===== src/rtl/cache_fill_fsm.sv =====
// Line-fill engine for the 2-way, 64-set cache: latches the missing line and victim way,
// streams 8 word requests to memory and writes each returned word into the data array.
// Installs the tag and marks the filled way MRU in a final one-cycle DONE state.
module cache_fill_fsm #(
  parameter int ADDR_W   = 16,
  parameter int NUM_SETS = 64,
  parameter int WORDS    = 8
) (
  input  logic                        clk,
  input  logic                        rst,
  input  logic                        miss_detected,
  input  logic [ADDR_W-1:0]           miss_address,
  input  logic                        block0_isLRU,
  input  logic [15:0]                 mem_data,
  input  logic                        mem_data_valid,
  output logic                        fsm_busy,
  output logic                        mem_rd_en,
  output logic [ADDR_W-1:0]           mem_addr,
  output logic [NUM_SETS-1:0]         set_enable,
  output logic                        way_sel,
  output logic [$clog2(WORDS)-1:0]    data_word_sel,
  output logic                        write_data_array,
  output logic [15:0]                 data_out,
  output logic                        write_tag_array,
  output logic [ADDR_W-$clog2(NUM_SETS)-$clog2(WORDS)-2:0] tag_out,
  output logic                        lru_wen,
  output logic                        lru_block,
  output logic                        fill_done
);

  localparam int IDX_W  = $clog2(NUM_SETS);
  localparam int WRD_W  = $clog2(WORDS);
  localparam int OFF_W  = WRD_W + 1;            // 16-bit words: byte offset = word + 1 bit
  localparam int LINE_W = ADDR_W - OFF_W;       // {tag, index}
  localparam int TAG_W  = LINE_W - IDX_W;
  localparam logic [WRD_W-1:0] LAST_WORD = WRD_W'(WORDS - 1);

  typedef enum logic [1:0] {
    IDLE = 2'd0,
    FILL = 2'd1,
    DONE = 2'd2
  } state_t;

  state_t              state_q, state_d;
  logic [LINE_W-1:0]   line_q, line_d;
  logic                way_q, way_d;
  logic [WRD_W-1:0]    req_cnt_q, req_cnt_d;
  logic                req_all_q, req_all_d;   // all WORDS requests issued; stops the 3-bit counter wrapping into a 9th
  logic [WRD_W-1:0]    rcv_cnt_q, rcv_cnt_d;

  // The byte offset of the miss never matters: the whole line is fetched from word 0.
  logic unused_offset;
  assign unused_offset = ^miss_address[OFF_W-1:0];

  // State and datapath registers, synchronous reset clears everything.
  always_ff @(posedge clk) begin
    if (rst) begin
      state_q   <= IDLE;
      line_q    <= '0;
      way_q     <= 1'b0;
      req_cnt_q <= '0;
      req_all_q <= 1'b0;
      rcv_cnt_q <= '0;
    end else begin
      state_q   <= state_d;
      line_q    <= line_d;
      way_q     <= way_d;
      req_cnt_q <= req_cnt_d;
      req_all_q <= req_all_d;
      rcv_cnt_q <= rcv_cnt_d;
    end
  end

  // Next state: accept a miss only from IDLE; leave FILL on the last returned word.
  always_comb begin
    state_d = state_q;
    unique case (state_q)
      IDLE: if (miss_detected) state_d = FILL;
      FILL: if (mem_data_valid && (rcv_cnt_q == LAST_WORD)) state_d = DONE;
      DONE: state_d = IDLE;
      default: state_d = IDLE;
    endcase
  end

  // Latches and word counters: address/victim captured once at acceptance, counters step per request/return.
  always_comb begin
    line_d    = line_q;
    way_d     = way_q;
    req_cnt_d = req_cnt_q;
    req_all_d = req_all_q;
    rcv_cnt_d = rcv_cnt_q;
    if (state_q == IDLE) begin
      if (miss_detected) begin
        line_d    = miss_address[ADDR_W-1:OFF_W];
        way_d     = ~block0_isLRU;
        req_cnt_d = '0;
        req_all_d = 1'b0;
        rcv_cnt_d = '0;
      end
    end else if (state_q == FILL) begin
      if (!req_all_q) begin
        req_cnt_d = req_cnt_q + 1'b1;
        if (req_cnt_q == LAST_WORD) req_all_d = 1'b1;
      end
      if (mem_data_valid) rcv_cnt_d = rcv_cnt_q + 1'b1;
    end
  end

  // Outputs decoded from the current state; data array writes follow mem_data_valid combinationally.
  always_comb begin
    fsm_busy         = 1'b0;
    mem_rd_en        = 1'b0;
    mem_addr         = '0;
    set_enable       = '0;
    data_word_sel    = '0;
    write_data_array = 1'b0;
    data_out         = '0;
    write_tag_array  = 1'b0;
    lru_wen          = 1'b0;
    lru_block        = 1'b0;
    fill_done        = 1'b0;
    way_sel          = way_q;
    tag_out          = line_q[LINE_W-1:IDX_W];
    unique case (state_q)
      FILL: begin
        fsm_busy      = 1'b1;
        set_enable    = NUM_SETS'(1) << line_q[IDX_W-1:0];
        data_word_sel = rcv_cnt_q;
        if (!req_all_q) begin
          mem_rd_en = 1'b1;
          mem_addr  = {line_q, req_cnt_q, 1'b0};
        end
        if (mem_data_valid) begin
          write_data_array = 1'b1;
          data_out         = mem_data;
        end
      end
      DONE: begin
        fsm_busy        = 1'b1;
        set_enable      = NUM_SETS'(1) << line_q[IDX_W-1:0];
        write_tag_array = 1'b1;
        lru_wen         = 1'b1;
        lru_block       = way_q;
        fill_done       = 1'b1;
      end
      default: ;
    endcase
  end

endmodule


===== config.mk =====
export PLATFORM = sky130hd
export DESIGN_NAME = cache_fill_fsm
export DESIGN_NICKNAME = d
export VERILOG_FILES = /design/src/rtl/cache_fill_fsm.sv
export SDC_FILE = /design/constraint.sdc
export NUM_CORES = 1
export LEC_CHECK = 0
export BUFFER_PORTS_ARGS = -buffer_cell sky130_fd_sc_hd__buf_4
export CAP_MARGIN = 20
export CORE_AREA = 2 2 74 76
export CTS_CLUSTER_DIAMETER = 60
export DETAILED_ROUTE_END_ITERATION = 10
export DIE_AREA = 0 0 76 78
export PLACE_DENSITY = 0.86
export SLEW_MARGIN = 20
export SYNTH_ARGS = -nofsm -noshare
export SYNTH_HDL_FRONTEND = slang
export SYNTH_SLANG_ARGS = --single-unit

===== constraint.sdc =====
create_clock -name clk -period 1.4 [get_ports clk]
set_input_delay 0.14 -clock clk [delete_from_list [all_inputs] [get_ports clk]]
set_output_delay 0.14 -clock clk [all_outputs]
set_load 0.05 [all_outputs]

==> impl_metrics.toml, run 1 <==
[placement]
gp_congestion = 0.757
post-place-cells = 480
dp_hpwl_mm = 5.65
io_buffers = 144

[timing]
grt_setup_unrepaired = "yes"
worst_slack_ns = -0.724
period_needed_ns = 2.12
slew_violations = 0
fmax_mhz = 471
setup_viol = 111
finalHoldViolations = 0
period_share = 1.52
fin_worst_skew_ns = 0.00332

[synth]
synth_cell_types = 30
syn_area_sq_mm = 0.00168
syn_avg_cell_area_sq_um = 6.47
synth_enable_flop_cells = 0
seq_area_frac_synth = 0.263
synth_ff_type = "dfxtp_1"
async_flop_share = 0
synth_warnings = 0
syn_inst = 259
synth_fp_nets = 303
yosys_register_bits = 22

[global_routing]
grt_util_all_layers = 0.327
grt_pass1_wl_mm = 15.4
grt_antenna_before_repair = 0
grt_pass1_vias = 2782
grt_overflow_total = 0
grt_start_max_net_pins = 23

[cells_and_area]
fin_nets = 475
drive_gt1_frac = 0.753
instances_no_fill = 500
antenna_cells = 0
nFillCells = 165
final_common_cell = "buf_4"
syn2layout_area_growth_pct = 174
final_cell_mix = "72 x buf_4, 61 x buf_8, 57 x nor2_4"

[route]
ant_nets = 0
drtIter0Drc = 166
routed_via_density = 5.97
wl_per_cell_um = 26.6
drc = 0
drt_first_pass_iters = 5
routed_wl_mm = 13.3
vias = 2983

[clocking]
cts_tree = "yes"
clk_latency_ns = 0.27
clkTransAtPathRegs_ns = 0.08
cts_sinks = 22
cts_max_level = 1
clockBufferDepth = 2
ctsHoldBuffers = 0
cts_inserted_buffers = 3
cts-root-buf = "clkbuf_8"

[setup_path]
critPathArrivalTime_ns = 1.98
crit_chain = "nor2_1 > nand3_1 > nor2_2 > buf_6"
crit_fanout = 5
max_stage_delay_ns = 0.43
critical_path_class = "reg -> out"
endpoint_kind = "primary output"
cpMaxStageDelayCell = "nor2_1"
start_kind = "flip-flop"
crit_required_ns = 1.26

[power]
power_density_mw_per_mm2 = 764
leakage_nw = 1.85
power.total_mw = 3.51
peakVddDrop_v = 0.000709

[die]
ios = 150
rows = 26
die_h_um = 78
core_area_sq_mm = 0.00504
die_w_um = 76
die_area_sq_mm = 0.00593
initial_core_util = 0.333

[run_status]
violations = "setup timing"
status = "finished, violations left"

[min_path]
worstHoldPathType = "in -> reg"

[run]
cap_violations = 0
[final timing paths]
kind	startpoint	to	slack [ns]	cells past startpoint
setup / recovery	line_q[2]	set_enable[3]	-0.72	4
hold reg to reg	line_q[9]	line_q[9]	0.49	2
hold / removal	block0_isLRU	way_sel	0.08	2
setup reg to reg	state_q[1]	req_cnt_q[2]	-0.26	9
[flip-flops by register name, indices dropped and copies added (netlist names)]
| signal | flops |
|---|---|
| req_cnt_q | 3 |
| line_q | 12 |
| req_all_q | 1 |
| rcv_cnt_q | 3 |
| way_sel | 1 |
| state_q | 2 |
[per-layer routing]
| metal | track usage | share of wire | vias up |
|---|---|---|---|
| li1 | - | - | 1182 |
| met1 | 0.308 | 0.31 | 1415 |
| met2 | 0.660 | 0.51 | 273 |
| met3 | 0.0419 | 0.078 | 113 |
| met4 | 0.205 | 0.10 | 0 |
| met5 | 0 | 0 | - |
[power breakdown]
group / internal, mW / total, mW / switching (mW)
Sequential: 0.680 / 0.740 / 0.0604
Combinational: 0.920 / 2.30 / 1.37
Clock: 0.252 / 0.480 / 0.228
Total: 1.85 / 3.51 / 1.66
[synth_stat cells (3+ instances only)]
library cell	count	area, sq um
nand2_1	38	143
nor2_2	10	62.6
nand3b_1	3	22.5
a211oi_1	3	22.5
and2_1	20	125
clkbuf_1	8	30.0
a21oi_1	17	85.1
buf_4	9	67.6
dfxtp_1	22	440
and3_1	16	100
inv_1	4	15.0
buf_2	8	40.0
nor2b_1	5	31.3
nor2_1	59	221
nand3_1	14	70.1
ha_1	7	87.6
[through the flow]
step            util  hold WS, ns  setup slack, ns  instance area (sq um)  TNS [ns]
3_3_place_gp   0.668        0.331           -0.211                   3370     -7.44
2_1_floorplan      -        0.205           -0.440                   2120    -21.63
5_1_grt        0.912       0.0717           -0.738                   4600    -57.56
4_1_cts        0.835       0.0530           -0.522                   4210    -43.11
3_5_place_dp   0.668        0.335           -0.269                   3370    -11.11
6_report       0.912       0.0772           -0.724                   4600    -54.20
[cells by family after synthesis]
logic type | Yosys count | share of synthesized area
compound gates | 26 | 0.0903
fa+ha+maj | 7 | 0.0522
buf+inv | 31 | 0.101
flops | 22 | 0.263
other cells | 1 | 0.00224
simple gates | 172 | 0.492
[timing repair]
action                     in CTS  in global routing
gates resized for setup       179                 89
setup endpoints to repair     109                125
cloned                          5                  2
pin swaps                      26                 13
buffers inserted                8                  6
[cell type report]
cell class | instances | area (sq um) | area share
clock buffers | 4 | 55.1 | 0.0120
inverters | 4 | 22.5 | 0.00490
multi-input cells | 206 | 1730 | 0.375
flip-flops and latches | 22 | 443 | 0.0963
well taps | 70 | 87.6 | 0.0190
repair buffers | 192 | 2250 | 0.489
repair inverters | 2 | 15.0 | 0.00326
[critical path: cells and delay by family (launching register included)]
| kind | cells | cell delay (ns) |
|---|---|---|
| flops | 1 | 0.41 |
| simple gates | 3 | 1.12 |
| buf+inv | 1 | 0.18 |
(Power assumes the default switching activity.)
==> run 2, diff against run 1 <==
--- a/config.mk
+++ b/config.mk
@@ -12,6 +12,7 @@
 export DETAILED_ROUTE_END_ITERATION = 10
 export DIE_AREA = 0 0 76 78
 export PLACE_DENSITY = 0.86
+export RECOVER_POWER = 100
 export SLEW_MARGIN = 20
 export SYNTH_ARGS = -nofsm -noshare
 export SYNTH_HDL_FRONTEND = slang
==> run 2 against run 1 <==
The flow still finishes with violations (setup timing). Register-to-register slack worse by 0.02 ns. Die area stayed put. Power is 0.31% lower. Via count is 1.3% lower. Critical path type unchanged. Critical endpoint is now set_enable[32]. Highest routed layer unchanged.
==> impl_metrics.toml, run 2 (synthesized netlist as in run 1, its figures left out) <==
[clocking]
cts-root-buf = "clkbuf_8"
cts_inserted_buffers = 3
cts_max_level = 1
clkTransAtPathRegs_ns = 0.09
clk_latency_ns = 0.27
ctsHoldBuffers = 0
clockBufferDepth = 2
cts_tree = "yes"
cts_sinks = 22

[global_routing]
grt_start_max_net_pins = 23
grt_antenna_before_repair = 0
grt_util_all_layers = 0.327
grt_pass1_wl_mm = 15.4
grt_overflow_total = 0
grt_pass1_vias = 2782

[timing]
period_share = 1.54
fmax_mhz = 465
slew_violations = 0
worst_pin_slew_ns = 0.586
worst_slack_ns = -0.749
slew_headroom = 0.611
finalHoldViolations = 0
fin_worst_skew_ns = 0.00366
grt_setup_unrepaired = "yes"
setup_viol = 111
period_needed_ns = 2.15

[run_status]
violations = "setup timing"
status = "finished, violations left"

[die]
core_area_sq_mm = 0.00504
die_h_um = 78
ios = 150
initial_core_util = 0.333
die_w_um = 76
die_area_sq_mm = 0.00593
rows = 26

[setup_path]
cp-startpoint = "line_q[2]"
crit_fanout = 5
critPathArrivalTime_ns = 2.01
crit_required_ns = 1.26
r2r-start = "state_q[1]"
start_kind = "flip-flop"
endpoint_kind = "primary output"
reg2regPathDepth = 9
critical_path_class = "reg -> out"

[cells_and_area]
fin_nets = 475
antenna_cells = 0
multi_input_area_sq_mm = 0.00173
nFillCells = 172
reg.largest.list = "line_q x12, rcv_cnt_q x3, req_cnt_q x3"
largest_reg_flops = 12
syn2layout_area_growth_pct = 173
final_cell_mix = "65 x buf_4, 61 x buf_8, 57 x nor2_4"
final_common_cell = "buf_4"
postLayoutCellArea_sq_mm = 0.00458
drive_gt1_frac = 0.749
seq_area_sq_um = 443
fin_util = 0.908
largest_register = "line_q"

[power]
pwr-share-comb = 0.651
power.switching_mw = 1.67
clockPowerShare = 0.137
leakage_nw = 1.83
p_sw_frac = 0.475
cellInternalPower_mw = 1.84
peakVddDrop_v = 0.000707
power_density_mw_per_mm2 = 765
p_seq_frac = 0.211
power.total_mw = 3.50

[run]
cap_violations = 0

[placement]
gp_congestion = 0.757
dp_hpwl_mm = 5.65
io_buffers = 144
placed_cell_area_sq_mm = 0.00337

[route]
drc = 0
vias = 2944
ant_nets = 0
wl_per_cell_um = 26.7
routed_via_density = 5.89
drtIter0Drc = 203
routed_wl_mm = 13.4
drt_first_pass_iters = 7

[min_path]
worstHoldPathType = "in -> reg"
holdPathStages = 2
min_from = "block0_isLRU"
[run 2: cell types whose count changed in the layout (fill, tap and decap cells not counted), sizes merged]
cell	previous run	this run
buf	190	183
clkbuf	6	13
[run 2: stage by stage]
step | TNS [ns] | std cells | worst slack [ns] | hold WS, ns
final | -54.85 | 500 | -0.749 | 0.0771
after global placement | -7.44 | 480 | -0.211 | 0.331
after CTS | -43.11 | 495 | -0.522 | 0.0530
after detailed placement | -11.11 | 480 | -0.269 | 0.335
after global routing | -57.56 | 500 | -0.738 | 0.0717
after floorplan | -21.63 | 259 | -0.440 | 0.205
[run 2: layout make-up]
cell class                 count  share of cell area
timing repair buffer         192               0.487
multi-input combinational    206               0.377
sequential                    22              0.0967
tap                           70              0.0191
clock buffer                   4              0.0120
inverter                       4             0.00492
timing repair inverter         2             0.00328
[run 2: worst paths after layout]
kind                    endpoint  slack [ns]
hold reg to reg        line_q[9]        0.48
setup reg to reg    req_cnt_q[2]       -0.28
setup / recovery  set_enable[32]       -0.75
hold / removal           way_sel        0.08
[run 2: critical path: stages, from the launching register on]
cell and delay [ns]:
dfxtp_1 0.42, nor2_1 0.44, nand2_1 0.38, nor2_2 0.30, buf_6 0.19
[run 2: power by group through the flow]
stage          registers, mW  clock network [mW]  logic, mW
2_1_floorplan          0.735                   0       1.07
3_3_place_gp           0.731                   0       1.43
3_5_place_dp           0.735                   0       1.47
4_1_cts                0.723               0.461       1.86
5_1_grt                0.744               0.504       2.32
6_report               0.740               0.482       2.28
[run 2: routing by layer]
layer / part of all wire / vias to the layer above / GRT usage / wire (um)
met2: 0.50 / 263 / 0.660 / 6730
met5: 0 / - / 0 / 0
li1: - / 1176 / - / -
met4: 0.11 / 0 / 0.205 / 1430
met3: 0.079 / 122 / 0.0419 / 1060
met1: 0.31 / 1383 / 0.308 / 4140
[run 2: timing repair]
action / CTS / global route
endpoints found under the setup margin: 109 / 125
hold endpoints to repair: 0 / 0
pin swaps: 26 / 13
resized for setup: 179 / 89
gates cloned: 5 / 2
setup buffers: 8 / 6
